**src/rtl/cache_switch_ctrl_pkg.sv**
```systemverilog
// Shared types for the cache bank-switch controller: FSM encoding and
// default-sized bank/line index types.
package cache_switch_ctrl_pkg;

    localparam int NUM_BANKS_DEF = 2;
    localparam int BANK_W_DEF    = 1;
    localparam int NUM_LINES_DEF = 8;
    localparam int IDX_W_DEF     = 3;
    localparam int CNT_W_DEF     = 16;

    typedef enum logic [2:0] {
        IDLE   = 3'd0,
        DRAIN  = 3'd1,
        SCAN   = 3'd2,
        WB     = 3'd3,
        COMMIT = 3'd4
    } state_t;

    typedef logic [BANK_W_DEF-1:0] bank_t;
    typedef logic [IDX_W_DEF-1:0]  idx_t;

endpackage

```
**src/rtl/cache_switch_ctrl.sv**
```systemverilog
// Cache bank-switch sequencer: stalls the CPU, drains an in-flight miss,
// writes back and cleans every dirty line of the outgoing bank, then retargets.
module cache_switch_ctrl
    import cache_switch_ctrl_pkg::*;
#(
    parameter int NUM_BANKS = NUM_BANKS_DEF,
    parameter int BANK_W    = BANK_W_DEF,
    parameter int NUM_LINES = NUM_LINES_DEF,
    parameter int IDX_W     = IDX_W_DEF,
    parameter int CNT_W     = CNT_W_DEF
) (
    input  logic              CLK,
    input  logic              RESET,
    input  logic              switch_req,
    input  logic [BANK_W-1:0] switch_bank,
    input  logic              cache_busy,
    input  logic              line_dirty,
    input  logic              wb_done,
    output logic              stall_cpu,
    output logic              busy,
    output logic [BANK_W-1:0] active_bank,
    output logic [IDX_W-1:0]  scan_idx,
    output logic              wb_req,
    output logic              clean_en,
    output logic              switch_ack,
    output logic [CNT_W-1:0]  switch_count
);

    localparam logic [IDX_W-1:0] LAST_IDX = IDX_W'(NUM_LINES - 1);

    state_t            state_reg, state_next;
    logic [BANK_W-1:0] active_bank_reg, active_bank_next;
    logic [BANK_W-1:0] target_reg, target_next;
    logic [IDX_W-1:0]  scan_idx_reg, scan_idx_next;
    logic              cleaning_reg, cleaning_next;
    logic              ack_reg, ack_next;
    logic [CNT_W-1:0]  count_reg, count_next;

    // An out-of-range bank id matches no bank and degrades to an ack-only no-op.
    logic [NUM_BANKS-1:0] bank_hit;
    logic                 bank_valid;

    genvar gi;
    generate
        for (gi = 0; gi < NUM_BANKS; gi++) begin : g_bank_hit
            assign bank_hit[gi] = (switch_bank == BANK_W'(gi));
        end
    endgenerate

    assign bank_valid = |bank_hit;

    always_ff @(posedge CLK) begin
        if (!RESET) begin
            state_reg       <= IDLE;
            active_bank_reg <= '0;
            target_reg      <= '0;
            scan_idx_reg    <= '0;
            cleaning_reg    <= 1'b0;
            ack_reg         <= 1'b0;
            count_reg       <= '0;
        end else begin
            state_reg       <= state_next;
            active_bank_reg <= active_bank_next;
            target_reg      <= target_next;
            scan_idx_reg    <= scan_idx_next;
            cleaning_reg    <= cleaning_next;
            ack_reg         <= ack_next;
            count_reg       <= count_next;
        end
    end

    always_comb begin
        state_next       = state_reg;
        active_bank_next = active_bank_reg;
        target_next      = target_reg;
        scan_idx_next    = scan_idx_reg;
        cleaning_next    = cleaning_reg;
        ack_next         = 1'b0;
        count_next       = count_reg;

        case (state_reg)
            IDLE: begin
                if (switch_req) begin
                    if (!bank_valid || (switch_bank == active_bank_reg)) begin
                        ack_next = 1'b1;
                    end else begin
                        target_next   = switch_bank;
                        scan_idx_next = '0;
                        state_next    = DRAIN;
                    end
                end
            end
            DRAIN: begin
                scan_idx_next = '0;
                if (!cache_busy) begin
                    state_next = SCAN;
                end
            end
            SCAN: begin
                if (line_dirty) begin
                    cleaning_next = 1'b0;
                    state_next    = WB;
                end else if (scan_idx_reg == LAST_IDX) begin
                    state_next = COMMIT;
                end else begin
                    scan_idx_next = scan_idx_reg + IDX_W'(1);
                end
            end
            WB: begin
                // Two phases: wait for wb_done with wb_req high, then one clean cycle.
                if (cleaning_reg) begin
                    cleaning_next = 1'b0;
                    if (scan_idx_reg == LAST_IDX) begin
                        state_next = COMMIT;
                    end else begin
                        scan_idx_next = scan_idx_reg + IDX_W'(1);
                        state_next    = SCAN;
                    end
                end else if (wb_done) begin
                    cleaning_next = 1'b1;
                end
            end
            COMMIT: begin
                state_next = IDLE;
            end
            default: begin
                state_next = IDLE;
            end
        endcase

        // Retarget and count on entry so COMMIT already presents the new bank with the ack.
        if ((state_next == COMMIT) && (state_reg != COMMIT)) begin
            active_bank_next = target_reg;
            count_next       = count_reg + CNT_W'(1);
            ack_next         = 1'b1;
        end
    end

    assign stall_cpu    = (state_reg != IDLE);
    assign busy         = (state_reg != IDLE);
    assign active_bank  = active_bank_reg;
    assign scan_idx     = scan_idx_reg;
    assign wb_req       = (state_reg == WB) && !cleaning_reg;
    assign clean_en     = (state_reg == WB) && cleaning_reg;
    assign switch_ack   = ack_reg;
    assign switch_count = count_reg;

endmodule

```
**config.mk**
```make
export PLATFORM = sky130hd
export DESIGN_NAME = cache_switch_ctrl
export DESIGN_NICKNAME = d
export VERILOG_FILES = /design/src/rtl/cache_switch_ctrl_pkg.sv /design/src/rtl/cache_switch_ctrl.sv
export SDC_FILE = /design/constraint.sdc
export NUM_CORES = 1
export LEC_CHECK = 0
export CAP_MARGIN = 20
export CELL_PAD_IN_SITES_DETAIL_PLACEMENT = 0
export CELL_PAD_IN_SITES_GLOBAL_PLACEMENT = 1
export CORE_MARGIN = 5
export CORE_UTILIZATION = 35
export CTS_CLUSTER_SIZE = 10
export DETAILED_ROUTE_END_ITERATION = 16
export PLACE_DENSITY = 0.77
export REMOVE_ABC_BUFFERS = 1
export SYNTH_ARGS = -nofsm -noshare
export SYNTH_HDL_FRONTEND = slang
export SYNTH_SLANG_ARGS = --single-unit
```
**constraint.sdc**
```tcl
create_clock -name CLK -period 2.1 [get_ports CLK]
set_input_delay 0.315 -clock CLK [delete_from_list [all_inputs] [get_ports CLK]]
set_output_delay 0.315 -clock CLK [all_outputs]
set_load 0.02 [all_outputs]
```
==> results_dict.tcl, run 1 <==
set metrics [dict create \
    final_layout_size_suffix_gt1_share_pct 9.04 \
    async_flop_share_pct 0 \
    drtIter0Drc 45 \
    grt_usage_pct 12.3 \
    cp_data_required_time_ns 1.78 \
    vdd_ir_drop_max_mv 0.225 \
    power.density_mw_per_mm2 531 \
    cp_num_buf_inv 1 \
    pwr-share-comb_pct 8.8 \
    htreeDepth 1 \
    grt_pass1_vias 1175 \
    rsz0062_at_grt "no" \
    antenna_found_initial 0 \
    cts_inserted_buffers 3 \
    place_ws_ns 0.0277 \
    maxCapViolCount 0 \
    synth_area_leaders "dfxtp_1 41%, a21oi_1 5.1%, or3_1 4.4%, o21ai_0 4.3%, nor2_1 4.1%" \
    crit_type "reg -> out" \
    clkPwrFrac_pct 35.5 \
    rr_startpoint "scan_idx[0]$_SDFFE_PN0P_" \
    die_height_um 70.5 \
    cts.clk_slew.worst_paths_ns 0.09 \
    clock-root-buffer "clkbuf_8" \
    fmax_mhz 506 \
    synthFlopType "dfxtp_1" \
    wl_per_cell_um 13.0 \
    rows 22 \
    die_w_um 70.5 \
    place.detailed.hpwl_mm 2.26 \
    io_buffer_count 31 \
    cts_tree "yes" \
    r2r_setup_slack_ns 0.20 \
    yosysTopAreaCell "dfxtp_1" \
    largest_reg_flops 16 \
    finClkSkew_ns 0.00811 \
    crit_start "state_reg[0]$_SDFF_PN0_" \
    drv_slew 0 \
    seq_power_share_pct 55.6 \
    totalWireLength_mm 2.93 \
    clock_latency_ns 0.27 \
    area_growth_pct 34.1 \
    grt_max_degree 21 \
    hold_violations 0 \
    initial_core_util_pct 35.5 \
    start_kind "register" \
    num-fill-cells 349 \
    ant_nets 0 \
    core_mm2 0.00361 \
    r2r-end "switch_count[15]$_SDFFE_PN0P_" \
    worst_pin_slew_ns 0.393 \
    cp-end-kind "output pin" \
    cp_cell_sequence "nor2b_1 > and2_1 > clkdlybuf4s50_1" \
    cp-endpoint "wb_req" \
    cp.depth 3 \
    route.vias.total 1152 \
    netlist_instances 146 \
    crit_family "buffers and inverters" \
    switchingPower_mw 0.205 \
    syn_avg_cell_area_um2 8.77 \
    die_area_mm2 0.00497 \
    p_int_mw 0.707 \
    synth_cell_type_count 36 \
    drt-pass1-iter-count 4 \
    via_per_inst 5.12 \
    clockBufferDepth 2 \
    synth_top_area_share_pct 40.7 \
    setup_viol 0 \
    yosys.cell_count.top_type "dfxtp_1" \
    cp_slowest_cell "clkdlybuf4s50_1" \
    slew_headroom_pct 73.4 \
    cts_sinks 26 \
    diodes 0 \
    reg2reg_depth 6 \
    cp_max_fo 11 \
    ys_warn_count 0 \
    final_nets 189 \
    grt_first_pass_wirelength_mm 5.04 \
    place_congestion 0.721 \
    synth-seq-cells 26 \
    outcome "completed" \
    arrival_ns 1.66 \
    leakagePower_nw 0.617 \
    fin_ws_ns 0.125 \
    syn_area_mm2 0.00128 \
    switching_share_pct 22.5 \
    fin_crit_sh_pct 94.1 \
    grt_overflow 0 \
    drc 0 \
    synth-edff-count 0 \
    synth_top_cells_by_count "26 x dfxtp_1, 14 x nor2_1, 13 x a21oi_1" \
    ys_seq_area_share_pct 40.7 \
    io_pins 32 \
    hp-class "reg -> reg" \
    period_needed_ns 1.98 \
    cpPeakStageDelay_ns 0.61 \
    finalSetupTns_ns 0 \
    cts_hold_buffers 0 \
]
## worst reg2reg max path: stages (launching register included)
cell	delay, ns
dfxtp_1	0.39
ha_1	0.19
ha_1	0.17
and3_2	0.31
o2111ai_4	0.21
or4_1	0.43
a21oi_1	0.14
## stage by stage
stage                     cells  utilization [%]  hold slack (ns)  instance area [µm²]  power [mW]
after floorplan             138                -            0.441                 1240       0.560
after global placement      221             45.4            0.450                 1640       0.598
after detailed placement    221             45.4            0.479                 1640       0.600
after CTS                   225             47.0            0.492                 1700       0.922
after global routing        225             47.6            0.513                 1720       0.951
final                       225             47.6            0.485                 1720       0.912
## kinds of logic after synthesis
family	synth area share [%]
fa+ha+maj	3.91
flops	40.7
mux	3.91
xor+xnor	4.79
compound gates	16.8
buf+inv	4.20
simple gates	25.7
## layout by cell type, fill, tap and decap left out, types with 2 or more instances in the layout
cell type / n
dfxtp_2: 2
o21ai_0: 11
o2111ai_1: 2
dfxtp_1: 24
nand3_1: 4
nor2_1: 14
nor2b_1: 3
and3_1: 2
ha_1: 4
and2_1: 2
xnor2_1: 2
clkdlybuf4s50_1: 31
mux2i_1: 5
clkbuf_8: 4
xor2_1: 5
buf_4: 4
o211ai_1: 3
and4_1: 2
a21oi_1: 13
nand4_1: 2
nand2_1: 10
or3_1: 9
inv_1: 3
## routing by layer
layer | share of wire, % | vias to the layer above | track usage, %
met3 | 5.2 | 2 | 3.02
li1 | - | 588 | -
met5 | 0 | - | 0
met2 | 51 | 22 | 22.2
met1 | 44 | 540 | 13.7
met4 | 0.31 | 0 | 4.47
## how the worst min path moves through the flow
stage	depth (start not counted)	slack (ns)	start	end
2_1_floorplan	2	0.44	target_reg$_SDFFE_PN0P_	target_reg$_SDFFE_PN0P_
3_3_place_gp	2	0.45	target_reg$_SDFFE_PN0P_	target_reg$_SDFFE_PN0P_
3_5_place_dp	2	0.48	switch_count[15]$_SDFFE_PN0P_	switch_count[15]$_SDFFE_PN0P_
4_1_cts	2	0.49	switch_count[15]$_SDFFE_PN0P_	switch_count[15]$_SDFFE_PN0P_
5_1_grt	2	0.51	scan_idx[1]$_SDFFE_PN0P_	scan_idx[1]$_SDFFE_PN0P_
6_report	2	0.48	switch_count[15]$_SDFFE_PN0P_	switch_count[15]$_SDFFE_PN0P_
## area by class of cell
class	count	area [µm²]	area share (%)
inverters	3	11.3	0.656
flip-flops and latches	26	523	30.5
well taps	48	60.1	3.50
repair buffers	35	340	19.8
multi-input cells	109	727	42.3
clock buffers	4	55.1	3.21
## power groups by stage
stage               Combinational (mW)  Sequential [mW]  Clock (mW)
floorplan                       0.0418            0.518           0
global placement                0.0800            0.518           0
detailed placement              0.0809            0.519           0
CTS                             0.0815            0.508       0.333
global route                    0.0886            0.509       0.353
finish                          0.0806            0.508       0.324
## what timing repair did
item / in CTS / in global routing
cloned: 0 / 0
buffers inserted: 0 / 0
resized for setup: 2 / 4
endpoints found under the setup margin: 2 / 10
Power figures use the tool's default switching activity.
==> run 2, diff against run 1 <==
--- a/config.mk
+++ b/config.mk
@@ -9,10 +9,11 @@
 export CELL_PAD_IN_SITES_DETAIL_PLACEMENT = 0
 export CELL_PAD_IN_SITES_GLOBAL_PLACEMENT = 1
 export CORE_MARGIN = 5
-export CORE_UTILIZATION = 35
+export CORE_UTILIZATION = 32
 export CTS_CLUSTER_SIZE = 10
 export DETAILED_ROUTE_END_ITERATION = 16
-export PLACE_DENSITY = 0.77
+export MAX_ROUTING_LAYER = met4
+export PLACE_DENSITY = 0.74
 export REMOVE_ABC_BUFFERS = 1
 export SYNTH_ARGS = -nofsm -noshare
 export SYNTH_HDL_FRONTEND = slang
==> constraint.sdc (replaced) <==
create_clock -name CLK -period 1.7 [get_ports CLK]
set_input_delay 0.255 -clock CLK [delete_from_list [all_inputs] [get_ports CLK]]
set_output_delay 0.255 -clock CLK [all_outputs]
set_load 0.02 [all_outputs]
==> run 2 against run 1 <==
Against the previous run:
- the flow now finishes with violations (setup timing)
- count of clock-buffer cells in the layout unchanged
- highest routed layer unchanged
- core utilization is 3.9 points higher
- critical path type is now reg -> reg
- first-iteration DRC count shrank 20%
- largest cell class unchanged
==> results_dict.tcl, run 2 (synthesis gave the netlist of run 1 again) <==
set metrics [dict create \
    finalSetupTns_ns -0.301 \
    dp.cells 239 \
    setup_viol 9 \
    cts_sinks 26 \
    clockBufferDepth 2 \
    worst_pin_slew_ns 0.429 \
    place_congestion 0.780 \
    failed_checks "setup timing" \
    crit_type "reg -> reg" \
    antenna_found_initial 0 \
    final_layout_size_suffix_gt1_share_pct 31.0 \
    area_growth_pct 58.7 \
    fin_ws_ns -0.0657 \
    fin_crit_sh_pct 104 \
    io_pins 32 \
    hold_depth 2 \
    cp-endpoint "switch_count[5]$_SDFFE_PN0P_" \
    rsz0062_at_grt "yes" \
    r2r_setup_slack_ns -0.07 \
    cp-end-kind "register" \
    vdd_ir_drop_max_mv 0.262 \
    final_nets 215 \
    hold_ws_ns 0.477 \
    leakagePower_nw 0.764 \
    cp_data_required_time_ns 1.91 \
    cts_hold_buffers 0 \
    power.density_mw_per_mm2 562 \
    finClkSkew_ns 0.00443 \
    cp_max_fo 5 \
    place.detailed.hpwl_mm 2.33 \
    grt_usage_pct 13.3 \
    r2r-end "switch_count[5]$_SDFFE_PN0P_" \
    totalWireLength_mm 3.41 \
    cts_tree "yes" \
    via_per_inst 5.12 \
    drtIter0Drc 36 \
    drc 0 \
    largest_reg_flops 16 \
    io_buffer_count 31 \
    cts.clk_slew.worst_paths_ns 0.09 \
    crit_start "scan_idx[0]$_SDFFE_PN0P_" \
    clock_latency_ns 0.27 \
    layout_common_cells "27 x clkdlybuf4s50_1, 23 x buf_4, 22 x dfxtp_1" \
    die_height_um 73.2 \
    period_needed_ns 1.77 \
    route.vias.total 1296 \
    stdcell_count 253 \
    slew_headroom_pct 71.3 \
    diodes 0 \
    rows 23 \
    cts_inserted_buffers 3 \
    ant_nets 0 \
    rr_startpoint "scan_idx[0]$_SDFFE_PN0P_" \
    wl_per_cell_um 13.5 \
    fmax_mhz 566 \
    hold_violations 0 \
    initial_core_util_pct 32.5 \
    maxCapViolCount 0 \
    die_area_mm2 0.00536 \
    post-route-util_pct 51.5 \
    final_common_cell "clkdlybuf4s50_1" \
    outcome "finished, violations left" \
    grt_max_degree 20 \
    core_mm2 0.00394 \
    grt_first_pass_wirelength_mm 5.64 \
    drv_slew 0 \
    reg2reg_depth 7 \
    drt-pass1-iter-count 4 \
    start_kind "register" \
    grt_overflow 0 \
    clock-root-buffer "clkbuf_8" \
    hp-class "reg -> reg" \
    grt_pass1_vias 1326 \
    arrival_ns 1.98 \
    num-fill-cells 355 \
    htreeDepth 1 \
    die_w_um 73.2 \
]
-- run 2: critical path: stages (launching register included) --
cell and delay (ns):
dfxtp_2 0.36, ha_4 0.15, ha_2 0.18, and3_4 0.23
buf_4 0.13, o211ai_1 0.13, or3_1 0.39, a21oi_2 0.13
-- run 2: routing by layer --
metal	part of all wire (%)	track usage, %
met1	40	15.1
met2	55	23.4
met3	3.9	2.07
met4	1.3	4.92
met5	0	-
-- run 2: final cells by class --
type	count	area, µm²	share of cell area (%)
inverter	3	11.3	0.554
clock buffer	4	55.1	2.71
multi-input combinational	109	827	40.7
sequential	26	526	25.9
timing repair buffer	61	551	27.1
tap	50	62.6	3.08
-- run 2: where the power goes --
group	internal (mW)	total [mW]	switching, mW
clock	0.207	0.403	0.196
sequential	0.616	0.624	0.00797
combinational	0.0565	0.115	0.0587
total	0.880	1.14	0.263
-- run 2: worst min-delay path by stage --
stage / startpoint / to / slack [ns]
6_report: target_reg$_SDFFE_PN0P_ / target_reg$_SDFFE_PN0P_ / 0.48
5_1_grt: target_reg$_SDFFE_PN0P_ / target_reg$_SDFFE_PN0P_ / 0.51
4_1_cts: target_reg$_SDFFE_PN0P_ / target_reg$_SDFFE_PN0P_ / 0.48
3_5_place_dp: target_reg$_SDFFE_PN0P_ / target_reg$_SDFFE_PN0P_ / 0.47
3_3_place_gp: target_reg$_SDFFE_PN0P_ / target_reg$_SDFFE_PN0P_ / 0.46
2_1_floorplan: RESET / scan_idx[1]$_SDFFE_PN0P_ / 0.41
-- run 2: repair_timing --
action / 4_1_cts / 5_1_grt
pin swaps: 9 / 15
resized for setup: 21 / 26
buffers inserted: 8 / 3
cloned: 0 / 0
setup endpoints to repair: 20 / 20
-- run 2: through the flow --
| stage | setup slack [ns] | total power, mW | cell area, µm² |
|---|---|---|---|
| after detailed placement | -0.253 | 0.753 | 1760 |
| after floorplan | -0.249 | 0.692 | 1240 |
| after global placement | -0.195 | 0.752 | 1760 |
| after global routing | -0.155 | 1.18 | 2030 |
| final | -0.0657 | 1.14 | 2030 |
| after CTS | -0.104 | 1.15 | 1940 |
==> run 3, diff against run 2 <==
--- a/config.mk
+++ b/config.mk
@@ -12,6 +12,7 @@
 export CORE_UTILIZATION = 32
 export CTS_CLUSTER_SIZE = 10
 export DETAILED_ROUTE_END_ITERATION = 16
+export HOLD_SLACK_MARGIN = 0.12
 export MAX_ROUTING_LAYER = met4
 export PLACE_DENSITY = 0.74
 export REMOVE_ABC_BUFFERS = 1
==> results of run 3 <==
The final DEF is identical to that of run 2; final timing and power are the same.
